--- config.mk ---
export PLATFORM = sky130hd
export DESIGN_NAME = bcd_key_scheduler
export DESIGN_NICKNAME = d
export VERILOG_FILES = /design/src/rtl/bcd_key_scheduler.sv
export SDC_FILE = /design/constraint.sdc
export NUM_CORES = 1
export LEC_CHECK = 0
export ABC_AREA = 1
export ABC_CLOCK_PERIOD_IN_PS = 12000
export CAP_MARGIN = 20
export CORE_MARGIN = 4
export CORE_UTILIZATION = 57
export DETAILED_ROUTE_END_ITERATION = 6
export PLACE_DENSITY = 0.76
export SLEW_MARGIN = 15
export SYNTH_ARGS = -nofsm -noshare
export SYNTH_HDL_FRONTEND = slang
export SYNTH_SLANG_ARGS = --single-unit
--- constraint.sdc ---
create_clock -name clk -period 12 [get_ports clk]
set_input_delay 1.8 -clock clk [delete_from_list [all_inputs] [get_ports clk]]
set_output_delay 1.8 -clock clk [all_outputs]
set_load 0.05 [all_outputs]
--- src/rtl/bcd_key_scheduler.sv ---
// Debounced ten-key front end that time-shares one external 10-to-4 BCD encoder
// and returns each encoded digit to a consumer over a valid/ready handshake.
module bcd_key_scheduler #(
    parameter int DB_CYCLES = 4,
    parameter int DBW       = 8
) (
    input  logic        clk,
    input  logic        rst,
    input  logic [9:0]  key,
    output logic        enc_en,
    output logic [9:0]  enc_cin,
    input  logic [3:0]  enc_cout,
    output logic [3:0]  code,
    output logic        code_valid,
    input  logic        code_ready,
    output logic        code_err,
    output logic        overrun,
    output logic [9:0]  pending
);

    localparam int             NKEYS    = 10;
    localparam logic [DBW-1:0] DB_LAST  = DBW'(DB_CYCLES - 1);
    localparam logic [3:0]     LAST_KEY = 4'd9;

    typedef enum logic [1:0] {
        IDLE,
        ENCODE,
        HOLD
    } state_t;

    state_t           state;
    logic [NKEYS-1:0] key_s1;
    logic [NKEYS-1:0] key_s2;
    logic [NKEYS-1:0] db_state;
    logic [DBW-1:0]   db_cnt [NKEYS];
    logic [NKEYS-1:0] press_evt;
    logic [NKEYS-1:0] grant_clr;
    logic [3:0]       last_grant;
    logic [3:0]       rr_pick;
    logic             rr_found;

    function automatic logic [3:0] wrap_inc(input logic [3:0] v);
        return (v >= LAST_KEY) ? 4'd0 : v + 4'd1;
    endfunction

    // Two-flop synchroniser for the asynchronous key lines.
    always_ff @(posedge clk) begin
        if (rst) begin
            key_s1 <= '0;
            key_s2 <= '0;
        end else begin
            // NOTE: non-blocking so key_s2 receives the previous key_s1, giving two real flop stages.
            key_s1 <= key;
            key_s2 <= key_s1;
        end
    end

    always_ff @(posedge clk) begin
        if (rst) begin
            db_state <= '0;
            // NOTE: the counter array is cleared element by element because the debounce timing depends on every counter starting at zero.
            for (int i = 0; i < NKEYS; i++) begin
                db_cnt[i] <= '0;
            end
        end else begin
            for (int i = 0; i < NKEYS; i++) begin
                if (key_s2[i] == db_state[i]) begin
                    db_cnt[i] <= '0;
                end else if (db_cnt[i] == DB_LAST) begin
                    db_state[i] <= key_s2[i];
                    db_cnt[i]   <= '0;
                end else begin
                    db_cnt[i] <= db_cnt[i] + 1'b1;
                end
            end
        end
    end

    // A press is the cycle in which a 0->1 debounced flip is committed.
    always_comb begin
        // NOTE: every variable written in a combinational block gets a value up front so no latch is inferred.
        press_evt = '0;
        for (int i = 0; i < NKEYS; i++) begin
            press_evt[i] = key_s2[i] && !db_state[i] && (db_cnt[i] == DB_LAST);
        end
    end

    assign grant_clr = (state == ENCODE) ? (10'd1 << last_grant) : '0;

    // A clear and a new press on the same bit leave it set without flagging an overrun.
    always_ff @(posedge clk) begin
        if (rst) begin
            pending <= '0;
            overrun <= 1'b0;
        end else begin
            pending <= (pending & ~grant_clr) | press_evt;
            overrun <= |(press_evt & pending & ~grant_clr);
        end
    end

    always_comb begin
        logic [3:0] idx;
        rr_pick  = '0;
        rr_found = 1'b0;
        idx      = wrap_inc(last_grant);
        for (int k = 0; k < NKEYS; k++) begin
            if (!rr_found && pending[idx]) begin
                rr_pick  = idx;
                rr_found = 1'b1;
            end
            idx = wrap_inc(idx);
        end
    end

    // last_grant doubles as the key being encoded while in ENCODE.
    always_ff @(posedge clk) begin
        if (rst) begin
            state      <= IDLE;
            enc_en     <= 1'b0;
            enc_cin    <= '0;
            code       <= '0;
            code_valid <= 1'b0;
            code_err   <= 1'b0;
            last_grant <= LAST_KEY;
        end else begin
            case (state)
                IDLE: begin
                    if (rr_found) begin
                        enc_en     <= 1'b1;
                        enc_cin    <= 10'd1 << rr_pick;
                        last_grant <= rr_pick;
                        state      <= ENCODE;
                    end
                end
                ENCODE: begin
                    code       <= enc_cout;
                    code_err   <= (enc_cout != last_grant);
                    code_valid <= 1'b1;
                    enc_en     <= 1'b0;
                    enc_cin    <= '0;
                    state      <= HOLD;
                end
                HOLD: begin
                    if (code_ready) begin
                        code_valid <= 1'b0;
                        code_err   <= 1'b0;
                        state      <= IDLE;
                    end
                end
                default: state <= IDLE;
            endcase
        end
    end

endmodule

==> results.py <==
metrics = {
    "setup_path": {
        "worstRegToRegCells": 68,
        "cp_max_fo": 17,
        "cp_common_cell": "nand2_4",
        "crit_path_start_kind": "flip-flop",
        "r2r_end": "enc_cin[9]",
        "max_stage_delay_ns": 0.50,
        "endpoint_kind": "flip-flop",
        "critPathLaunch": "last_grant[0]",
        "r2r_slack_ns": 1.47,
        "worstSetupPathType": "flip-flop to flip-flop",
        "critical_path.slowest_cell": "dfxtp_1",
        "cp.required_ns": 12.35,
        "r2r_start": "last_grant[0]",
        "cp.arrival_ns": 10.87,
    },
    "yosys": {
        "synth_ff_type": "edfxtp_1",
        "synthCells": 1246,
        "synth_edf_count": 80,
        "yosys-top-cells-area": "edfxtp_1, dfxtp_1, inv_1, nand2_1, ha_1",
        "syn-cell-area_mm2": 0.00963,
        "synth_top_area_share_pct": 25.0,
        "yosys.cell_types.count": 55,
        "synth_area_per_cell_um2": 7.73,
        "async_flop_share_pct": 0,
        "synth_seq_cells": 144,
        "synth_top_area_cell": "edfxtp_1",
        "synth-seq-area-share_pct": 38.3,
        "yosysWarningCount": 0,
    },
    "placed_design": {
        "port_buffers": 44,
        "dpl.hpwl_mm": 15.7,
        "dp_slack_ns": 1.63,
        "dp.cells": 1570,
        "place_congestion": 0.940,
    },
    "global_routing": {
        "overflow": 0,
        "grt_max_degree": 59,
        "grt_pass1_wl_mm": 36.0,
        "grt_pass1_vias": 7796,
        "antenna_found_initial": 0,
        "track_usage_pct": 23.4,
    },
    "route": {
        "antenna_left": 0,
        "firstDrtPassIters": 6,
        "finalWirelength_mm": 21.3,
        "drc": 0,
        "drt_iter0_drc": 580,
        "vias": 8401,
        "routedWlPerCell_um": 13.3,
        "vias_per_cell": 5.24,
    },
    "cts": {
        "cts_buffer_depth": 2,
        "cts_resized": 0,
        "cts.sinks": 144,
        "clockRootBuffer": "clkbuf_16",
        "tritoncts": "yes",
        "clkTransAtPathRegs_ns": 0.06,
        "cts.htree.levels": 4,
        "ctsHoldBuffers": 0,
        "cts_made_buffers": 17,
        "cts_setup_buffers": 0,
        "clk_latency_ns": 0.42,
    },
    "final_layout": {
        "final_cells": 1602,
        "syn_to_final_growth_pct": 15.8,
        "final_nets": 1440,
        "drive_above_1_share_pct": 10.1,
        "fill_cells": 1440,
        "antenna_cells": 0,
    },
    "outcome": {
        "outcome": "completed",
    },
    "min_path": {
        "whs_path_depth": 2,
        "min-delay-start": "key_s1[4]",
        "holdPathEnd": "key_s2[4]",
        "hold_class": "flip-flop to flip-flop",
    },
    "floorplanning": {
        "core-area_mm2": 0.0166,
        "die_y_um": 138,
        "rows": 47,
        "num_io_pins": 45,
        "dieArea_mm2": 0.0190,
        "die_x_um": 138,
        "initial_core_util_pct": 58.1,
    },
    "sta": {
        "finClkSkew_ns": 0.0159,
        "final_max_slew_viol_count": 0,
        "tightest_slew_ns": 0.696,
        "setup_violations": 0,
        "grt_setup_unrepaired": "false",
        "period_needed_ns": 10.53,
        "hold_violations": 0,
        "setup_tns_ns": 0,
        "relSlewSlack_pct": 53.3,
        "period_share_pct": 87.7,
        "fmax_mhz": 95.0,
        "fin_ws_ns": 1.47,
    },
    "flow_run": {
        "drv_cap": 0,
    },
}
[critical path, delay by kind of cell (launching register included)]
| kind | cells | cell delay (ns) |
|---|---|---|
| flip-flops | 1 | 0.50 |
| AO/OA/AOI/OAI | 3 | 0.64 |
| buffers and inverters | 11 | 1.27 |
| AND/OR/NAND/NOR | 44 | 5.93 |
| adder cells (fa/ha/maj) | 10 | 2.09 |
[cell families (layout without fill, tap and decap cells)]
| logic type | count (synthesis) | count (layout) | share of synthesized area, % |
|---|---|---|---|
| simple gates | 577 | 577 | 30.2 |
| buf+inv | 249 | 306 | 10.2 |
| compound gates | 212 | 212 | 13.5 |
| flops | 144 | 144 | 38.3 |
| fa+ha+maj | 54 | 54 | 7.02 |
| xor+xnor | 9 | 9 | 0.819 |
| other cells | 1 | 80 | 0.0390 |
[synth_stat cells, drive strengths merged (18+ instances only)]
library cell and n:
o211ai 19, o21ai 61, nor2 139, nor3 29
a21oi 93, nor4 18, ha 54, edfxtp 80
nand3 107, dfxtp 64, nand4 22, inv 225
nand2 240
[stage by stage]
step | area (µm²) | hold slack (ns) | utilization, %
floorplan | 9920 | 0.388 | -
global placement | 10500 | 0.391 | 63.5
detailed placement | 10500 | 0.393 | 63.5
CTS | 11100 | 0.402 | 67.2
global route | 11100 | 0.411 | 67.2
finish | 11100 | 0.399 | 67.2
[layout make-up]
class / count / area [µm²] / area share [%]
Multi-Input combinational cell: 932 / 5260 / 47.2
Sequential cell: 144 / 3680 / 33.1
Inverter: 228 / 866 / 7.77
Timing Repair Buffer: 46 / 450 / 4.04
Clock buffer: 18 / 429 / 3.85
Tap cell: 220 / 275 / 2.47
Clock inverter: 14 / 181 / 1.63
[layer usage]
layer  GRT usage (%)  wire length [µm]  vias up
li1                -                 -     4343
met2            38.5              9840      227
met5               0                 0        -
met4            7.85               387        0
met1            31.0              9670     3795
met3            4.35              1360       36
[worst max-delay path by stage]
| stage | endpoint | slack [ns] | depth (start not counted) |
|---|---|---|---|
| after floorplan | enc_cin[0] | 2.65 | 76 |
| after global placement | enc_cin[9] | 2.09 | 68 |
| after detailed placement | enc_cin[8] | 1.63 | 68 |
| after CTS | enc_cin[9] | 1.54 | 68 |
| after global routing | enc_cin[4] | 0.33 | 68 |
| final | enc_cin[9] | 1.47 | 68 |
[cell usage in the layout, fill, tap and decap left out, types with 7 or more instances in the layout]
cell type	instances
inv_1	202
nor3_1	29
nor3b_1	13
nand2_2	20
nand3_1	96
o21ai_0	51
edfxtp_1	80
conb_1	80
a21oi_1	91
xor2_1	8
nor2_1	130
nand2_1	193
ha_1	54
inv_2	21
nand4_1	22
o211ai_1	18
nand3_2	8
dfxtp_1	64
clkbuf_16	17
nor4_1	18
nand2_4	25
o22ai_1	7
clkdlybuf4s50_1	43
[registers in the layout, summed over array words and instances, names as in the netlist, 2 cells and up]
| name | count |
|---|---|
| key_s1 | 10 |
| state | 2 |
| db_state | 10 |
| code | 4 |
| db_cnt | 80 |
| last_grant | 4 |
| key_s2 | 10 |
| enc_cin | 10 |
| pending | 10 |
Power is not shown: default switching activity piles up to over one toggle a cycle in this logic, so the estimate is an artifact.
